**src/rtl/serial_sub_pkg.sv**
```systemverilog
// ---------------------------------------------------------------------------
// serial_sub_pkg : shared types and constants for the bit-serial subtractor
// Revision 1.0
// ---------------------------------------------------------------------------
`default_nettype none

package serial_sub_pkg;

  localparam int WIDTH_DEFAULT = 8;

  typedef enum logic [1:0] {
    ST_IDLE = 2'd0,
    ST_RUN  = 2'd1,
    ST_DONE = 2'd2
  } state_e;

endpackage

`default_nettype wire

```
**src/rtl/full_adder.sv**
```systemverilog
// ---------------------------------------------------------------------------
// full_adder : single-bit full adder cell
// Revision 1.0
// ---------------------------------------------------------------------------
`default_nettype none

module full_adder (
  input  logic a_i,
  input  logic b_i,
  input  logic c_i,
  output logic s_o,
  output logic c_o
);

  assign s_o = a_i ^ b_i ^ c_i;
  assign c_o = (a_i & b_i) | (a_i & c_i) | (b_i & c_i);

endmodule

`default_nettype wire

```
**src/rtl/serial_subtractor.sv**
```systemverilog
// ---------------------------------------------------------------------------
// serial_subtractor : LSB-first bit-serial a - b using one full adder
// Revision 1.0
// ---------------------------------------------------------------------------
`default_nettype none

module serial_subtractor
  import serial_sub_pkg::*;
#(
  parameter int WIDTH = WIDTH_DEFAULT
) (
  input  logic             clock,
  input  logic             reset,
  input  logic             in_valid,
  output logic             in_ready,
  input  logic [WIDTH-1:0] a,
  input  logic [WIDTH-1:0] b,
  output logic             out_valid,
  input  logic             out_ready,
  output logic [WIDTH-1:0] diff,
  output logic             borrow,
  output logic             overflow,
  output logic             zero
);

  localparam int             CW   = $clog2(WIDTH);
  localparam logic [CW-1:0] LAST = CW'(WIDTH - 1);

  state_e            state_q, state_d;
  logic [WIDTH-1:0]  a_q, a_d;
  logic [WIDTH-1:0]  b_q, b_d;
  logic [WIDTH-1:0]  diff_q, diff_d;
  logic [CW-1:0]     cnt_q, cnt_d;
  logic              carry_q, carry_d;
  logic              borrow_q, borrow_d;
  logic              ovf_q, ovf_d;
  logic              fa_s, fa_c;

  // b is stored inverted, so the adder with carry-in 1 forms a + ~b + 1.
  full_adder u_fa (
    .a_i (a_q[0]),
    .b_i (b_q[0]),
    .c_i (carry_q),
    .s_o (fa_s),
    .c_o (fa_c)
  );

  always_comb begin
    state_d  = state_q;
    a_d      = a_q;
    b_d      = b_q;
    diff_d   = diff_q;
    cnt_d    = cnt_q;
    carry_d  = carry_q;
    borrow_d = borrow_q;
    ovf_d    = ovf_q;
    case (state_q)
      ST_IDLE: begin
        if (in_valid) begin
          a_d     = a;
          b_d     = ~b;
          carry_d = 1'b1;
          cnt_d   = '0;
          state_d = ST_RUN;
        end
      end
      ST_RUN: begin
        a_d     = a_q >> 1;
        b_d     = b_q >> 1;
        carry_d = fa_c;
        diff_d  = {fa_s, diff_q[WIDTH-1:1]};
        if (cnt_q == LAST) begin
          borrow_d = ~fa_c;
          ovf_d    = carry_q ^ fa_c;
          state_d  = ST_DONE;
        end else begin
          cnt_d = cnt_q + 1'b1;
        end
      end
      ST_DONE: begin
        if (out_ready) begin
          state_d = ST_IDLE;
        end
      end
      default: state_d = ST_IDLE;
    endcase
  end

  always_ff @(posedge clock or posedge reset) begin
    if (reset) begin
      state_q  <= ST_IDLE;
      a_q      <= '0;
      b_q      <= '0;
      diff_q   <= '0;
      cnt_q    <= '0;
      carry_q  <= 1'b1;
      borrow_q <= 1'b0;
      ovf_q    <= 1'b0;
    end else begin
      state_q  <= state_d;
      a_q      <= a_d;
      b_q      <= b_d;
      diff_q   <= diff_d;
      cnt_q    <= cnt_d;
      carry_q  <= carry_d;
      borrow_q <= borrow_d;
      ovf_q    <= ovf_d;
    end
  end

  assign in_ready  = (state_q == ST_IDLE);
  assign out_valid = (state_q == ST_DONE);
  assign diff      = diff_q;
  assign borrow    = borrow_q;
  assign overflow  = ovf_q;
  assign zero      = (diff_q == '0);

endmodule

`default_nettype wire

```
**config.mk**
```make
export PLATFORM = sky130hd
export DESIGN_NAME = serial_subtractor
export DESIGN_NICKNAME = d
export VERILOG_FILES = /design/src/rtl/serial_sub_pkg.sv /design/src/rtl/full_adder.sv /design/src/rtl/serial_subtractor.sv
export SDC_FILE = /design/constraint.sdc
export NUM_CORES = 1
export LEC_CHECK = 0
export CAP_MARGIN = 10
export CORE_ASPECT_RATIO = 1.1
export CORE_MARGIN = 1.5
export CORE_UTILIZATION = 40
export DETAILED_ROUTE_END_ITERATION = 7
export GPL_ROUTABILITY_DRIVEN = 0
export PLACE_DENSITY = 0.7
export SLEW_MARGIN = 20
export SYNTH_ARGS = -nofsm -noshare
export SYNTH_HDL_FRONTEND = slang
export SYNTH_HIERARCHICAL = 1
export SYNTH_SLANG_ARGS = --single-unit
```
**constraint.sdc**
```tcl
create_clock -name clock -period 1.7 [get_ports clock]
set_clock_uncertainty 0.15 [all_clocks]
set_input_delay 0.255 -clock clock [delete_from_list [all_inputs] [get_ports clock]]
set_output_delay 0.255 -clock clock [all_outputs]
set_load 0.03 [all_outputs]
```
### Yosys cells after proc, flatten, opt, wreduce, memory -nomap -nowiden

Cells that the tools add are included.

* input port bits: 20
* bits in registers: 32
* logic and storage cells: 46

* eq/ne operators: 7
* add/sub/neg operators: 1
* reductions and logical operators: 7
* bitwise logic cells: 10
* multiplexer cells: 13

Operator list (number)
* $pmux W8 S2: 2
* $mux W8: 2
* $logic_not A8 Y1: 1
* $not A8 Y8: 1
* $mux W2: 3
* $mux W3: 2
* $ne A2 B2 Y1 const B: 3
* $pmux W2 S3: 1
* $pmux W3 S2: 1
* $reduce_and A3 Y1: 2
* $reduce_and A2 Y1: 2
* $add A3 B1 Y3 const B: 1
* $and A1 B1 Y1: 3
* $eq A3 B3 Y1 const B: 1
* $xor A1 B1 Y1: 3
* $eq A2 B1 Y1 const B: 1
* $eq A2 B2 Y1 const B: 1
* $logic_not A2 Y1: 1
* $ne A2 B1 Y1 const B: 1
* $or A1 B1 Y1: 2
* $pmux W1 S2: 1
* $reduce_bool A2 Y1: 1
* $mux W1: 1
* $not A1 Y1: 1

### Logic depth before layout (Yosys ltp)

* word-level depth: 4
* gate-level depth with buffers: 4
* gate-level depth less buffers: 4

### Hierarchy

Netlist, hierarchy kept.

Modules (own cells, without submodules)
* serial_subtractor: area each 1666.6 µm², instances 1, cells an instance 140
* full_adder: area each 20.0 µm², instances 1, cells an instance 1

### Worst setup path after synthesis

No wires, ideal clock.

* path type: register to output
* from: reg diff_q[5] (netlist: diff[5])
* to: out zero
* arrival: 1458 ps
* slack: -163 ps
* cell stages (with the launch flop): 3
* required time: 1295 ps
* path buffers: 0
* cells stage by stage: dfrtp_1 -> or4_1 -> nor2_1

* longest elaborated chain between the ends: 1

RTL lines
* from (decl): RTL line serial_subtractor.sv:32 `logic [WIDTH-1:0] diff_q, diff_d;`
* from (signal assigned): RTL line serial_subtractor.sv:103 `diff_q <= diff_d;`
* $logic_not A8 Y1: RTL line serial_subtractor.sv:116 `assign zero = (diff_q == '0);`
* to (decl): RTL line serial_subtractor.sv:23 `output logic zero`

No other way between the ends.

### Worst setup path in the final report

* from: reg diff_q[4] (netlist: diff[4])
* to: out zero

The elaborated chain is that of the path after synthesis.

==> flow_summary.yaml <==
outcome:
  status: "complete, but fails checks"
  violations: "setup timing"
timing:
  setup_viol: 1
  max_freq_mhz: 536
  min_period_ns: 1.87
  fin_ws_ns: -0.165
  timing.final.crit_share: 1.10
  relSlewSlack: 0.792
  tns_ns: -0.165
  slew_violations: 0
  hold_violations: 0
  rsz0062_at_grt: "true"
  worstMarginPinSlew_ns: 0.307
logic_synthesis:
  syn_inst: 141
  syn_nets: 164
  synth_cell_types: 34
  synth_edf_count: 0
  synth_fa_ha_area_frac: 0.0267
  synth_seq_area_share: 0.476
  yosys.cell_count.top_type: "dfrtp_1"
  synth_top_cell_by_area: "dfrtp_1"
  syn-cell-area_um2: 1690
  muxShareOfSynthArea: 0.0668
  ys_top_cells_by_area: "dfrtp_1 46%, mux2_1 6.7%, nor3b_1 5.8%"
  synth-simple-area-share: 0.211
  synth_top_family_by_area: "simple AND/OR/NAND/NOR gates"
  synthFlopType: "dfrtp_1"
  synth_top_area_frac: 0.460
  synthArstFlopShare: 1.00
  synth_compound_area_frac: 0.126
  ys_ff_latch: 32
  synth_common_cells: "31 x dfrtp_1, 19 x inv_1, 13 x nor3b_1"
  yosysWarnings: 6
  synth_xor_area_frac: 0.00519
  syn_area_per_cell_um2: 12.0
global_route:
  grt_max_degree: 33
  grt_antenna_before_repair: 0
  overflow: 0
  track_usage: 0.167
  grt_pass1_vias: 1326
  grt_pass1_wl_mm: 5.80
floorplanning:
  initial_core_util: 0.422
  die-area_um2: 4620
  rows: 24
  die_x_um: 64.9
  die_height_um: 71.1
  io_pins: 33
  core_area_um2: 3990
placement:
  port_buffers: 32
  dpl-instance-area_um2: 2120
  placed_cells: 228
  place_hpwl_mm: 2.49
critical_path:
  crit_buf_inv: 1
  r2r_cells: 4
  crit_required_ns: 1.29
  crit_cells: 3
  cp_max_fo: 2
  crit_path_top_delay_cell: "or4_4"
  r2r_setup_slack_ns: 0.06
  slowest_delay_ns: 0.55
  path_cells: "or4_4 > nor2_4 > buf_6"
  start_kind: "register"
  cp.arrival_ns: 1.46
  critical_path_class: "register to output pin"
  cpLargestDelayFamily: "simple AND/OR/NAND/NOR gates"
  critPathCaptureType: "output pin"
final_layout:
  area_delta_synth_final_pct: 35.9
  fin_area_um2: 2290
  diodes: 0
  fin_util: 0.574
  fin_nets: 214
  layout-drive-gt1-share: 0.260
  stdcell_count: 244
  fill_cells: 363
routing:
  dr_wl_met3_um: 178
  drtIter0Drc: 34
  wl_per_cell_um: 14.5
  via_per_inst: 5.17
  met2_length_mm: 1.89
  drtPass1Iterations: 4
  m1WireLength_mm: 1.37
  ant_nets: 0
  drc_errors: 0
  wl_mm: 3.53
  top_layer: "met4"
  vias: 1262
cts:
  clk_path_buf_depth: 2
  cts.htree.levels: 2
  cts_inserted_buffers: 5
  root_buffer: "clkbuf_8"
  clkSlewWorstSetupHoldPaths_ns: 0.07
  insertion_delay_ns: 0.29
  cts.sinks: 32
  cts_hold_buf: 0
  cts_tree: "built"
flow_run:
  max_cap_viol_count: 0
power:
  p_leak_nw: 1.04
  vdd_drop_max_v: 0.000787
  p_per_area_nw_per_um2: 1720
  power.total_mw: 3.93
min_path:
  min_path_type: "input port to asynchronous set/reset pin"
==> tightest hold or removal path: stages <==
cell	delay, ns
clkdlybuf4s50_1	0.39
inv_1	0.09
buf_12	0.21
==> what timing repair did <==
item,in CTS,in global routing
gates resized for setup,15,1
pin swaps,2,4
buffers inserted,5,3
setup endpoints to repair,12,4
==> cells in the final DEF (no fill, tap or decap), drive strengths merged, types with 3 or more instances in the layout <==
cell / instances
a211o: 3
a211oi: 12
and3: 3
buf: 25
clkbuf: 8
clkdlybuf4s50: 19
dfrtp: 31
dlygate4sd2: 10
inv: 19
mux2: 10
nor3b: 13
nor4b: 8
nor4bb: 6
==> sequential cells by signal (all words and copies together) (netlist names) <==
signal / flops
diff: 8
cnt_q: 3
b_q: 8
state_q: 2
carry_q: 1
a_q: 8
borrow: 1
overflow: 1
==> routing by layer <==
metal	up-vias	GRT usage
li1	609	-
met1	613	0.164
met2	32	0.313
met3	8	0.0525
met4	0	0.0780
met5	-	0
==> power breakdown <==
part           leakage (nW)  internal (mW)  switching [mW]  total (mW)
Combinational         0.622          0.938           0.997        1.93
Clock                0.0515          0.369           0.275       0.644
Sequential            0.371           1.13           0.224        1.36
Total                  1.04           2.44            1.50        3.93
==> cell type report <==
type	count	area (um^2)	share of cell area
Sequential cell	32	805	0.351
Multi-Input combinational cell	79	757	0.330
Timing Repair Buffer	54	494	0.216
Clock buffer	8	100	0.0437
Inverter	19	71.3	0.0311
Tap cell	52	65.1	0.0284
==> kinds of logic after synthesis <==
family,Yosys count
AOI/OAI and AO/OA,23
xor gates and xnor gates,1
adders and majority gates,3
buffers and inverters,30
DFF,32
muxes,10
and+or+nand+nor,42
==> worst paths after layout <==
kind                                       endpoint                 start
worst max-delay path                           zero   diff[4]$_DFFE_PP0N_
worst min-delay path             b_q[4]$_DFFE_PP0P_                 reset
worst max register to register   borrow$_DFFE_PP0P_  cnt_q[0]$_DFFE_PP0P_
worst min register to register   borrow$_DFFE_PP0P_    borrow$_DFFE_PP0P_
max in group asynchronous       carry_q$_DFFE_PP1P_                 reset
min in group clock               borrow$_DFFE_PP0P_    borrow$_DFFE_PP0P_
==> through the flow <==
step,hold slack (ns),setup WS (ns)
3_5_place_dp,0.340,0.00746
2_1_floorplan,0.220,0.00243
4_1_cts,0.154,-0.191
5_1_grt,0.197,-0.207
6_report,0.153,-0.165
3_3_place_gp,0.322,0.0648
(Power assumes the default switching activity.)
